## src/rtl/brtag_alloc.sv

```systemverilog
// brtag_alloc: branch-tag allocator with dependency tracking and mispredict recovery.
// Ports: i_clk/i_rst_n (async active-low reset); i_alloc_req -> o_alloc_gnt,
//   o_alloc_tag (one-hot), o_alloc_mask (dependency brmask); o_full;
//   i_res_valid/i_res_tag/i_res_kill resolve input; registered o_kill_valid,
//   o_kill_mask, o_clr_mask; o_busy (recovery window); o_live (allocated tags).
// Option: define BRTAG_FREE_BYPASS_EN to let a tag resolved correctly this cycle
//   be re-granted in the same cycle.
module brtag_alloc #(
  parameter int WIDTH_BRM   = 4,
  parameter int RECOVER_LAT = 2
) (
  input  logic                 i_clk,
  input  logic                 i_rst_n,
  input  logic                 i_alloc_req,
  output logic                 o_alloc_gnt,
  output logic [WIDTH_BRM-1:0] o_alloc_tag,
  output logic [WIDTH_BRM-1:0] o_alloc_mask,
  output logic                 o_full,
  input  logic                 i_res_valid,
  input  logic [WIDTH_BRM-1:0] i_res_tag,
  input  logic                 i_res_kill,
  output logic                 o_kill_valid,
  output logic [WIDTH_BRM-1:0] o_kill_mask,
  output logic [WIDTH_BRM-1:0] o_clr_mask,
  output logic                 o_busy,
  output logic [WIDTH_BRM-1:0] o_live
);
  localparam int CNT_W = $clog2(RECOVER_LAT + 1);
  typedef enum logic {RUN, RECOVER} state_t;
  state_t               r_state;
  logic [CNT_W-1:0]     r_cnt;
  logic [WIDTH_BRM-1:0] r_live;
  logic [WIDTH_BRM-1:0] r_dep [WIDTH_BRM];
  logic                 w_res_hit;
  logic                 w_kill;
  logic [WIDTH_BRM-1:0] w_clr;
  logic [WIDTH_BRM-1:0] w_avail;
  logic [WIDTH_BRM-1:0] w_pick;
  logic [WIDTH_BRM-1:0] w_killset;
  assign w_res_hit = i_res_valid & |(i_res_tag & r_live);
  assign w_kill    = w_res_hit & i_res_kill;
  assign w_clr     = (w_res_hit & ~i_res_kill) ? i_res_tag : '0;
`ifdef BRTAG_FREE_BYPASS_EN
  assign w_avail = ~(r_live & ~w_clr);
`else
  assign w_avail = ~r_live;
`endif
  // isolate the lowest set bit of the free vector
  assign w_pick       = w_avail & (~w_avail + WIDTH_BRM'(1));
  assign o_full       = (r_state == RECOVER) | ~|w_avail;
  assign o_alloc_gnt  = i_alloc_req & ~o_full & ~(i_res_valid & i_res_kill);
  assign o_alloc_tag  = o_alloc_gnt ? w_pick : '0;
  assign o_alloc_mask = o_alloc_gnt ? (r_live & ~w_clr) : '0;
  assign o_busy       = (r_state == RECOVER);
  assign o_live       = r_live;
  // killed set: the mispredicted tag plus every live branch that depends on it
  always_comb begin
    w_killset = w_kill ? i_res_tag : '0;
    for (int j = 0; j < WIDTH_BRM; j++)
      if (w_kill && r_live[j] && |(r_dep[j] & i_res_tag)) w_killset[j] = 1'b1;
  end
  always_ff @(posedge i_clk or negedge i_rst_n) begin
    if (!i_rst_n) begin
      r_state      <= RUN;
      r_cnt        <= '0;
      r_live       <= '0;
      o_kill_valid <= 1'b0;
      o_kill_mask  <= '0;
      o_clr_mask   <= '0;
      for (int j = 0; j < WIDTH_BRM; j++) r_dep[j] <= '0;
    end else begin
      r_live       <= (r_live & ~w_killset & ~w_clr) | o_alloc_tag;
      o_kill_valid <= w_kill;
      o_kill_mask  <= w_killset;
      o_clr_mask   <= w_clr;
      for (int j = 0; j < WIDTH_BRM; j++)
        r_dep[j] <= w_killset[j] ? '0 : o_alloc_tag[j] ? o_alloc_mask : (r_dep[j] & ~w_killset & ~w_clr);
      if (w_kill) begin
        r_state <= RECOVER;
        r_cnt   <= CNT_W'(RECOVER_LAT);
      end else if (r_state == RECOVER) begin
        r_cnt <= r_cnt - CNT_W'(1);
        if (r_cnt == CNT_W'(1)) r_state <= RUN;
      end
    end
  end
endmodule

```

## config.mk

```make
export PLATFORM = sky130hd
export DESIGN_NAME = brtag_alloc
export DESIGN_NICKNAME = d
export VERILOG_FILES = /design/src/rtl/brtag_alloc.sv
export SDC_FILE = /design/constraint.sdc
export NUM_CORES = 1
export LEC_CHECK = 0
export BUFFER_PORTS_ARGS = -buffer_cell sky130_fd_sc_hd__clkbuf_2
export CORE_ASPECT_RATIO = 0.75
export CORE_UTILIZATION = 56
export DETAILED_ROUTE_END_ITERATION = 8
export HOLD_SLACK_MARGIN = 0.08
export PLACE_DENSITY_LB_ADDON = 0.1
export SLEW_MARGIN = 15
export SYNTH_ARGS = -nofsm -noshare
export SYNTH_HDL_FRONTEND = slang
export SYNTH_SLANG_ARGS = --single-unit
```

## constraint.sdc

```tcl
create_clock -name i_clk -period 4.7 [get_ports i_clk]
set_input_delay 0.94 -clock i_clk [delete_from_list [all_inputs] [get_ports i_clk]]
set_output_delay 0.94 -clock i_clk [all_outputs]
set_load 0.005 [all_outputs]
```

==> key figures, run 1 <==
Run status
  – Outcome: finished clean

Route
  – Post-route ant nets: 0
  – First-pass iteration count of the detailed router: 5
  – Residual DRC: 0
  – Vias per cell: slightly below 6
  – Count of routing violations after the opening detailed-route iteration: 50
  – Average detailed-routed wire length per instance: around 16 um
  – DR vias: 1120
  – Drt total wl: 3110 um

Yosys
  – Primary flip-flop cell chosen by synthesis mapping: sky130_fd_sc_hd__dfrtp_1
  – FF+latch count, synth: 28
  – Simple-Gate Fraction of Synth Area: 0.126
  – Compound-cell area share of the yosys netlist: 0.289
  – Commonest cells in the netlist: 28 x sky130_fd_sc_hd__dfrtp_1, 12 x sky130_fd_sc_hd__a211oi_2, 10 x sky130_fd_sc_hd__nor2_1
  – Fraction of the yosys area taken by sequential cells: 0.480
  – Proportion of synthesized area in mux cells: 0
  – Yosys Warn Count: 0
  – Post-synth EDFFs: 0
  – Total nets after synthesis: 144
  – Largest family of logic cells by synthesized area: compound AO/OA/AOI/OAI gates
  – Area of the mapped netlist: 1460 um2
  – Main area contributors after synthesis: sky130_fd_sc_hd__dfrtp_1 48%, sky130_fd_sc_hd__a211oi_2 10%, sky130_fd_sc_hd__buf_6 3.9%, sky130_fd_sc_hd__o211ai_1 3.6%, sky130_fd_sc_hd__a22o_1 3.6%
  – XOR/XNOR share of the synthesized area: 0.00600
  – Most numerous cell in the Yosys netlist: sky130_fd_sc_hd__dfrtp_1
  – Unique cell type count in the Yosys netlist: 33
  – Mean area per synthesized cell: 10.9 um2
  – Adder-Cell Fraction of Synth Area: 0.00857
  – Largest area contributor in the synthesized netlist: sky130_fd_sc_hd__dfrtp_1
  – Async SR Flop Fraction: 1.00
  – Synth Instances: about 130
  – Fraction of synthesized cell area taken by the top area cell type: 0.480

Final layout
  – Area overhead of the layout relative to synthesis: 10.8%
  – Fill cell instance count of the final layout: 191
  – Fraction of final layout cells with drive strength greater than 1: 0.382
  – Final Non-Filler Cells: between 150 and 200
  – FF/Latch Area: 701 um2
  – Total area of multi-input combinational cells: between 600 and 700 um2
  – Number of antenna repair diodes: 0
  – Layout net count: 168

Clocking
  – Clock-pin slew on the worst setup and hold paths: 0.15 ns
  – Number of clock sinks: 28
  – Clk Tree Root Cell: sky130_fd_sc_hd__clkbuf_4
  – Clock tree from TritonCTS: yes
  – Number of instances resized during post-cts repair: 0
  – CTS Buffer Depth: 2
  – Number of buffers added for setup after CTS: 0
  – Clk_lat worst skew: approximately 0.33 ns
  – Cts hold-fix bufs: 0
  – CTS H-tree lvls: 1
  – Num CTS Buffers: 3

Flow run
  – Number of maximum-capacitance violations: 0

Timing
  – Post-route setup TNS: 0 ns
  – Number of setup violations in the final report: 0
  – Worst clock skew: 0.00497 ns
  – Setup repair after global routing missed its margin: false
  – Endpoints failing hold: 0
  – Tcrit/Tclk final: 0.642
  – Slew of the pin with the lowest slew margin: 0.685 ns
  – Final Slew Violations: 0
  – Final Worst Setup Slack: around 1.7 ns
  – Achievable Freq: 331 MHz
  – Worst slack on hold paths: 0.569 ns
  – Minimum clock period: 3.02 ns
  – Worst slew margin: 0.544

Pwr
  – Peak supply drop: 0.257 mV
  – Total leakage power: 0.811 nW
  – Power per cell area: ~500 nW/um2

Die
  – Starting Density: 0.613
  – Die X-Extent: roughly 60 um
  – Core outline area: 2380 um2
  – Height of the die: ~46 um
  – Total die area: 2820 um2
  – Number of standard-cell rows in the floorplan: 15
  – I/O pins: 33

Placed design
  – Worst slack, placed: 1.70 ns
  – Post-detail-place hpwl: 2270 um
  – GP Congestion: 0.870
  – IO Port Bufs: 32
  – Placed Cells incl. Taps: 187

Worst setup path
  – Reg-to-reg endpoint: r_dep[11]
  – Critical-path maximum fanout: 6
  – Startpoint kind of the worst setup timing path: input pin
  – Register-to-Register Setup Slack: 2.83 ns
  – Element type at the critical path end: output pin
  – Crit path required time: between 3 and 4 ns
  – Worst reg2reg path startpoint: o_live[2]
  – Critical path class: in -> out
  – Worst reg-to-reg path cell count: 4
  – CP Data Arrival Time: between 2 and 2.5 ns

Global route
  – First-pass GRT wire length: 5010 um
  – Pin count of the biggest net entering global routing: 29
  – Initial antenna violation count: 0
  – GR Util All Layers: 0.259
  – Total overflow reported by the global router: 0
  – Via count of the first global-routing pass: 1017

Hold path
  – Endpoint of the worst hold-timing path: r_cnt[0]
  – Worst Min Path Start: r_cnt[0]
  – Worst hold path type: reg -> reg
  – Hold path depth: 2
## layout make-up
type                    count  area share
inverters                   8      0.0217
repair buffers             32      0.0990
flip-flops and latches     28       0.433
clock inverters             1      0.0186
clock buffers               3      0.0139
multi-input cells          85       0.387
well taps                  34      0.0263
## critical path, cell delays in order
cell and delay [ns]:
sky130_fd_sc_hd__clkbuf_2 0.09, sky130_fd_sc_hd__and2_4 0.18, sky130_fd_sc_hd__or4_1 0.66, sky130_fd_sc_hd__inv_1 0.10, sky130_fd_sc_hd__clkbuf_2 0.11
## worst max-delay path by stage
stage / from / end / slack (ns) / cells after the start
floorplan: i_res_kill / o_alloc_tag[3] / 1.93 / 4
global placement: i_res_kill / o_alloc_tag[3] / 1.71 / 5
detailed placement: i_res_kill / o_alloc_tag[3] / 1.70 / 5
CTS: i_res_kill / o_alloc_tag[3] / 1.69 / 5
global route: i_res_kill / o_alloc_tag[3] / 1.67 / 5
finish: i_res_kill / o_alloc_tag[3] / 1.68 / 5
## power breakdown
| group | internal [mW] | switching (mW) |
|---|---|---|
| clock network | 0.0863 | 0.0717 |
| registers | 0.304 | 0.0667 |
| logic | 0.140 | 0.143 |
## through the flow
step	utilization	power [mW]	instance area, um2
detailed placement	0.657	0.658	1570
global placement	0.657	0.647	1570
CTS	0.679	0.814	1620
floorplan	-	0.586	1460
finish	0.679	0.812	1620
global route	0.679	0.873	1620
## cell families (layout without fill, tap and decap cells)
family,after synthesis,after routing
fa+ha+maj,1,1
buf+inv,21,44
simple gates,34,34
flops,28,28
compound gates,49,49
xor+xnor,1,1
## registers in the layout, indices dropped and copies added (netlist names)
signal,flops
o_busy,1
o_clr_mask,4
o_kill_mask,4
o_kill_valid,1
o_live,4
r_cnt,2
r_dep,12
## placed cells by master, fill, tap and decap left out, drive strengths merged, types with 6 or more instances in the layout
| cell | instances |
|---|---|
| nor2 | 10 |
| a22o | 6 |
| o211ai | 7 |
| inv | 7 |
| o21ai | 12 |
| nand2 | 9 |
| dfrtp | 28 |
| clkbuf | 35 |
| a211oi | 12 |
## layer usage
| layer | vias to the layer above | GRT usage | part of all wire |
|---|---|---|---|
| li1 | 526 | - | - |
| met1 | 534 | 0.380 | 0.47 |
| met2 | 58 | 0.382 | 0.44 |
| met3 | 2 | 0.0646 | 0.084 |
| met4 | 0 | 0.0727 | 0.0087 |
| met5 | - | 0 | 0 |
No activity file was read; power rests on OpenSTA's default activity.
==> inputs of run 2 (changes only) <==
--- a/config.mk
+++ b/config.mk
@@ -7,7 +7,7 @@
 export LEC_CHECK = 0
 export BUFFER_PORTS_ARGS = -buffer_cell sky130_fd_sc_hd__clkbuf_2
 export CORE_ASPECT_RATIO = 0.75
-export CORE_UTILIZATION = 56
+export CORE_UTILIZATION = 47
 export DETAILED_ROUTE_END_ITERATION = 8
 export HOLD_SLACK_MARGIN = 0.08
 export PLACE_DENSITY_LB_ADDON = 0.1
==> constraint.sdc (replaced) <==
create_clock -name i_clk -period 2.7 [get_ports i_clk]
set_input_delay 0.54 -clock i_clk [delete_from_list [all_inputs] [get_ports i_clk]]
set_output_delay 0.54 -clock i_clk [all_outputs]
set_load 0.005 [all_outputs]
==> run 2 against run 1 <==
Against the previous run:
- worst setup slack worse by 1.3 ns
- hold slack worse by 0.28 ns
- routed wire length is 2.2% higher
- largest power group unchanged
==> key figures, run 2 (synthesis results as in run 1) <==
Worst setup path
  – Crit path required time: 2.16 ns (was 3.76 ns)
  – Element type at the critical path end: output pin (unchanged)
  – Critical path class: reg -> out (was in -> out)
  – Critical-path maximum fanout: 10 (was 6)
  – CP Data Arrival Time: 1.79 ns (was 2.08 ns)
  – Register-to-Register Setup Slack: 0.84 ns (was 2.83 ns)
  – Worst-path cell chain: nand3_1 -> or4_1 -> inv_1 -> clkbuf_2 (was clkbuf_2 -> and2_4 -> or4_1 -> inv_1 -> clkbuf_2)
  – Cell at the slowest stage of the critical path: sky130_fd_sc_hd__or4_1 (unchanged)
  – Startpoint kind of the worst setup timing path: flip-flop (was input pin)
  – Maximum single-stage delay on the critical path: 0.63 ns (was 0.66 ns)

Final layout
  – Max FFs per register: 12 (unchanged)
  – Fraction of final layout cells with drive strength greater than 1: 0.382 (unchanged)
  – Layout net count: 168 (unchanged)
  – Final Non-Filler Cells: 195 (was 191)
  – Number of antenna repair diodes: 0 (unchanged)
  – Summed area of non-filler cells in the final layout: 1630 um2 (was 1620 um2)
  – Area overhead of the layout relative to synthesis: 11.3% (was 10.8%)
  – Fill cell instance count of the final layout: 251 (was 191)
  – Largest reg by FF count: r_dep (unchanged)
  – Commonest non-fill, non-tap cells in the layout: 32 x sky130_fd_sc_hd__clkbuf_2, 28 x sky130_fd_sc_hd__dfrtp_1, 12 x sky130_fd_sc_hd__a211oi_2 (unchanged)
  – Most common cell after layout, fill and taps aside: sky130_fd_sc_hd__clkbuf_2 (unchanged)

Pwr
  – Design Power: 1.39 mW (was 0.812 mW)
  – Internal cell power: 0.904 mW (was 0.531 mW)
  – Switching part of the total power: 0.350 (was 0.347)
  – Peak supply drop: 0.311 mV (was 0.257 mV)
  – Power per cell area: 856 nW/um2 (was 502 nW/um2)
  – Portion of total power attributed to sequential cells: 0.467 (was 0.457)
  – Total leakage power: 0.812 nW (was 0.811 nW)
  – Part of the power in combinational logic: 0.351 (was 0.349)
  – Part of the total power dissipated in the clock network: 0.182 (was 0.194)
  – Switching power of the nets: 0.487 mW (was 0.282 mW)

Route
  – Residual DRC: 0 (unchanged)
  – Vias per cell: 5.76 (was 5.86)
  – Count of routing violations after the opening detailed-route iteration: 84 (was 50)
  – Drt total wl: 3180 um (was 3110 um)
  – DR vias: 1123 (was 1120)
  – Post-route ant nets: 0 (unchanged)
  – First-pass iteration count of the detailed router: 4 (was 5)
  – Average detailed-routed wire length per instance: 16.3 um (about the same)

Timing
  – Minimum clock period: 2.33 ns
  – Setup repair after global routing missed its margin: false (unchanged)
  – Tcrit/Tclk final: 0.864
  – Achievable Freq: between 400 and 500 MHz
  – Worst clock skew: 0.00425 ns (was 0.00497 ns)
  – Slew of the pin with the lowest slew margin: 0.685 ns (about the same)
  – Worst slew margin: 0.543 (was 0.544)
  – Post-route setup TNS: 0 ns (unchanged)
  – Final Slew Violations: 0 (unchanged)
  – Endpoints failing hold: 0 (unchanged)
  – Number of setup violations in the final report: 0 (unchanged)

Global route
  – Total overflow reported by the global router: 0 (unchanged)
  – GR Util All Layers: 0.217 (was 0.259)
  – Via count of the first global-routing pass: 1003 (was 1017)
  – Initial antenna violation count: 0 (unchanged)
  – First-pass GRT wire length: 5350 um (was 5010 um)
  – Pin count of the biggest net entering global routing: 29 (unchanged)

Die
  – Height of the die: 50.3 um (was 46.2 um)
  – Total die area: 3340 um2 (was 2820 um2)
  – I/O pins: 33 (unchanged)
  – Number of standard-cell rows in the floorplan: 17 (was 15)
  – Starting Density: 0.494 (was 0.613)
  – Core outline area: 2960 um2 (was 2380 um2)
  – Die X-Extent: 66.4 um (was 61.0 um)

Clocking
  – CTS Buffer Depth: 2 (unchanged)
  – Number of clock sinks: 28 (unchanged)
  – Clk_lat worst skew: 0.27 ns (was 0.33 ns)
  – Clk Tree Root Cell: sky130_fd_sc_hd__clkbuf_8 (was sky130_fd_sc_hd__clkbuf_4)
  – Number of instances resized during post-cts repair: 0 (unchanged)
  – Cts hold-fix bufs: 0 (unchanged)
  – Number of buffers added for setup after CTS: 0 (unchanged)
  – CTS H-tree lvls: 1 (unchanged)
  – Num CTS Buffers: 3 (unchanged)
  – Clock tree from TritonCTS: yes (unchanged)
  – Clock-pin slew on the worst setup and hold paths: 0.09 ns (was 0.15 ns)

Placed design
  – GP Congestion: 0.806 (was 0.870)
  – IO Port Bufs: 32 (unchanged)
  – Post-detail-place hpwl: 2310 um (was 2270 um)
  – Placed Area: 1570 um2 (about the same)
  – Placed Cells incl. Taps: 191 (was 187)

Run status
  – Outcome: finished clean (unchanged)

Hold path
  – Worst hold path type: in -> async (was reg -> reg)

Flow run
  – Number of maximum-capacitance violations: 0 (unchanged)
run 2: cell types whose count changed in the layout (fill, tap and decap cells not counted), sizes merged:
cell,before,now
bufinv,1,0
clkbuf,35,36
run 2: cell type report:
class	instances	area (um2)	share of cell area
clock buffer	4	55.1	0.0339
inverter	8	35.0	0.0216
multi-input combinational	85	627	0.386
sequential	28	701	0.431
tap	38	47.5	0.0293
timing repair buffer	32	160	0.0985
run 2: metrics by stage:
step / hold slack, ns / setup slack (ns) / util
6_report: 0.290 / 0.368 / 0.550
5_1_grt: 0.336 / 0.282 / 0.550
4_1_cts: 0.310 / 0.377 / 0.550
3_5_place_dp: 0.541 / 0.489 / 0.531
3_3_place_gp: 0.531 / 0.496 / 0.531
2_1_floorplan: 0.244 / 0.731 / -
run 2: worst paths after layout:
kind | cells past startpoint | startpoint | endpoint
setup / recovery | 4 | o_live[2] | o_alloc_tag[3]
hold / removal | 1 | i_rst_n | o_clr_mask[0]
setup reg to reg | 4 | o_live[2] | r_dep[2]
hold reg to reg | 2 | r_cnt[1] | r_cnt[1]
max in group asynchronous | 1 | i_rst_n | r_dep[11]
min in group i_clk | 2 | r_cnt[1] | r_cnt[1]
run 2: metal layers:
metal  track usage  wire (um)  share of wire  vias up
li1              -          -              -      524
met1         0.349       1590           0.50      550
met2         0.294       1320           0.41       45
met3        0.0477        252          0.079        4
met4        0.0461         25         0.0079        0
met5             0          0              0        -
run 2: power groups by stage:
stage | Sequential (mW) | Clock (mW) | Combinational, mW
2_1_floorplan | 0.595 | 0 | 0.426
3_3_place_gp | 0.653 | 0 | 0.480
3_5_place_dp | 0.657 | 0 | 0.487
4_1_cts | 0.647 | 0.264 | 0.491
5_1_grt | 0.670 | 0.284 | 0.553
6_report | 0.650 | 0.253 | 0.488
run 2: critical path, delay by kind of cell (launching register included):
family / cells / cell delay, ns
flops: 1 / 0.56
simple gates: 2 / 0.74
buf+inv: 2 / 0.21
==> inputs of run 3 (changes only) <==
--- a/config.mk
+++ b/config.mk
@@ -7,7 +7,8 @@
 export LEC_CHECK = 0
 export BUFFER_PORTS_ARGS = -buffer_cell sky130_fd_sc_hd__clkbuf_2
 export CORE_ASPECT_RATIO = 0.75
-export CORE_UTILIZATION = 47
+export CORE_MARGIN = 4
+export CORE_UTILIZATION = 43
 export DETAILED_ROUTE_END_ITERATION = 8
 export HOLD_SLACK_MARGIN = 0.08
 export PLACE_DENSITY_LB_ADDON = 0.1
==> run 3 against run 2 <==
Against the previous run:
- register-to-register slack worse by 0.02 ns
- clock power is 32% higher
- cell count is 1.0% higher
- sequential share of layout area is 0.49 points lower
- first-iteration DRC count is 13% lower
- die area is 32% higher
- via count is 1.4% lower
- worst setup slack better by 0.00052 ns
- cell area is 1.2% higher
- hold slack worse by 0.0087 ns
- largest power group unchanged
- count of clock-buffer cells in the layout is 1 lower
==> key figures, run 3 (synthesis results as in run 1) <==
Run status
  – Outcome: finished clean (unchanged)

Worst setup path
  – Largest delay contributor family on the critical path: simple AND/OR/NAND/NOR gates (unchanged)
  – Critical path class: reg -> out (unchanged)
  – Crit path required time: 2.16 ns (about the same)
  – Critical-path maximum fanout: 10 (unchanged)
  – Number of buffer and inverter instances along the worst setup path: 2 (unchanged)
  – CP Data Arrival Time: 1.79 ns (about the same)
  – Element type at the critical path end: output pin (unchanged)
  – Maximum single-stage delay on the critical path: 0.63 ns (about the same)
  – Worst-path cell chain: nand3_1 -> or4_1 -> inv_1 -> clkbuf_2 (unchanged)
  – Cell at the slowest stage of the critical path: sky130_fd_sc_hd__or4_1 (unchanged)
  – Startpoint kind of the worst setup timing path: flip-flop (unchanged)

Die
  – Die X-Extent: 75.3 um (was 66.4 um)
  – Total die area: 4400 um2 (was 3340 um2)
  – Number of standard-cell rows in the floorplan: 18 (was 17)
  – Core outline area: 3270 um2 (was 2960 um2)
  – Starting Density: 0.447 (was 0.494)
  – I/O pins: 33 (unchanged)
  – Height of the die: 58.5 um (was 50.3 um)

Final layout
  – Layout net count: 168 (unchanged)
  – Most common cell after layout, fill and taps aside: sky130_fd_sc_hd__clkbuf_2 (unchanged)
  – Area overhead of the layout relative to synthesis: 12.6% (was 11.3%)
  – FF/Latch Area: 701 um2 (unchanged)
  – Fraction of final layout cells with drive strength greater than 1: 0.382 (unchanged)
  – Summed area of non-filler cells in the final layout: 1640 um2 (was 1630 um2)
  – Total area of multi-input combinational cells: 627 um2 (unchanged)
  – Max FFs per register: 12 (unchanged)
  – Commonest non-fill, non-tap cells in the layout: 32 x sky130_fd_sc_hd__clkbuf_2, 28 x sky130_fd_sc_hd__dfrtp_1, 12 x sky130_fd_sc_hd__a211oi_2 (unchanged)
  – Largest reg by FF count: r_dep (unchanged)
  – Post-Route Utilization: 0.503 (was 0.550)
  – Number of antenna repair diodes: 0 (unchanged)
  – Fill cell instance count of the final layout: 319 (was 251)
  – Final Non-Filler Cells: 197 (was 195)

Route
  – Count of routing violations after the opening detailed-route iteration: 73 (was 84)
  – Post-route ant nets: 0 (unchanged)
  – First-pass iteration count of the detailed router: 4 (unchanged)
  – DR vias: 1107 (was 1123)
  – Average detailed-routed wire length per instance: 17.7 um (was 16.3 um)
  – Drt total wl: 3490 um (was 3180 um)
  – Residual DRC: 0 (unchanged)
  – Vias per cell: 5.62 (was 5.76)

Clocking
  – Number of clock sinks: 28 (unchanged)
  – Number of instances resized during post-cts repair: 0 (unchanged)
  – Num CTS Buffers: 3 (unchanged)
  – Clock-pin slew on the worst setup and hold paths: 0.10 ns (was 0.09 ns)
  – CTS Buffer Depth: 2 (unchanged)
  – Clk_lat worst skew: 0.28 ns (was 0.27 ns)
  – Clk Tree Root Cell: sky130_fd_sc_hd__clkbuf_8 (unchanged)
  – CTS H-tree lvls: 1 (unchanged)
  – Cts hold-fix bufs: 0 (unchanged)
  – Number of buffers added for setup after CTS: 0 (unchanged)
  – Clock tree from TritonCTS: yes (unchanged)

Hold path
  – Worst hold path type: in -> async (unchanged)

Timing
  – Post-route setup TNS: 0 ns (unchanged)
  – Number of setup violations in the final report: 0 (unchanged)
  – Minimum clock period: 2.33 ns (about the same)
  – Tcrit/Tclk final: 0.863 (was 0.864)
  – Final Worst Setup Slack: 0.369 ns (was 0.368 ns)
  – Endpoints failing hold: 0 (unchanged)
  – Final Slew Violations: 0 (unchanged)
  – Worst slew margin: 0.537 (was 0.543)
  – Achievable Freq: 429 MHz (about the same)
  – Setup repair after global routing missed its margin: false (unchanged)
  – Worst clock skew: 0.00549 ns (was 0.00425 ns)
  – Slew of the pin with the lowest slew margin: 0.694 ns (was 0.685 ns)
  – Worst slack on hold paths: 0.281 ns (was 0.290 ns)

Global route
  – Initial antenna violation count: 0 (unchanged)
  – GR Util All Layers: 0.176 (was 0.217)
  – First-pass GRT wire length: 5820 um (was 5350 um)
  – Via count of the first global-routing pass: 1143 (was 1003)
  – Pin count of the biggest net entering global routing: 29 (unchanged)
  – Total overflow reported by the global router: 0 (unchanged)

Pwr
  – Total leakage power: 0.819 nW (was 0.812 nW)
  – Design Power: 1.48 mW (was 1.39 mW)
  – Internal cell power: 0.973 mW (was 0.904 mW)
  – Power per cell area: 900 nW/um2 (was 856 nW/um2)
  – Switching power of the nets: 0.506 mW (was 0.487 mW)
  – Portion of total power attributed to sequential cells: 0.439 (was 0.467)
  – Switching part of the total power: 0.342 (was 0.350)
  – Part of the total power dissipated in the clock network: 0.226 (was 0.182)
  – Part of the power in combinational logic: 0.335 (was 0.351)
  – Peak supply drop: 0.434 mV (was 0.311 mV)

Placed design
  – Placed Cells incl. Taps: 193 (was 191)
  – Placed Area: 1570 um2 (about the same)
  – Post-detail-place hpwl: 2530 um (was 2310 um)
  – GP Congestion: 0.819 (was 0.806)
  – Worst slack, placed: 0.494 ns (was 0.489 ns)
  – IO Port Bufs: 32 (unchanged)

Flow run
  – Number of maximum-capacitance violations: 0 (unchanged)
-- run 3: power by group through the flow --
stage / Sequential (mW) / Clock [mW] / Combinational [mW]
floorplan: 0.595 / 0 / 0.426
global placement: 0.654 / 0 / 0.489
detailed placement: 0.657 / 0 / 0.500
CTS: 0.648 / 0.343 / 0.503
global route: 0.669 / 0.360 / 0.561
finish: 0.649 / 0.335 / 0.495
-- run 3: cell type report --
class | instances | area share
inverters | 8 | 0.0213
repair buffers | 32 | 0.0974
clock inverters | 1 | 0.0183
flip-flops and latches | 28 | 0.426
well taps | 40 | 0.0304
clock buffers | 3 | 0.0251
multi-input cells | 85 | 0.381
-- run 3: worst register-to-register path, delay by kind of cell (launching register included) --
family | cells | cell delay, ns
AND/OR/NAND/NOR | 1 | 0.26
AO/OA/AOI/OAI | 3 | 1.02
flip-flops | 1 | 0.52
-- run 3: per-layer routing --
layer	vias to the layer above	share of wire	GRT usage	wire, um
met5	-	0	0	0
met2	34	0.46	0.264	1620
met1	545	0.47	0.262	1660
met4	0	0.0049	0.0349	17
li1	526	-	-	-
met3	2	0.057	0.0410	199
-- run 3: worst paths after layout --
check | start | end | slack, ns | cells after the start
max in group asynchronous | i_rst_n | o_clr_mask[3] | 1.97 | 1
worst max-delay path | o_live[2] | o_alloc_tag[3] | 0.37 | 4
worst min register to register | r_cnt[1] | r_cnt[1] | 0.56 | 2
min in group i_clk | r_cnt[1] | r_cnt[1] | 0.56 | 2
worst max register to register | o_live[2] | r_dep[8] | 0.82 | 4
worst min-delay path | i_rst_n | o_kill_mask[2] | 0.28 | 1
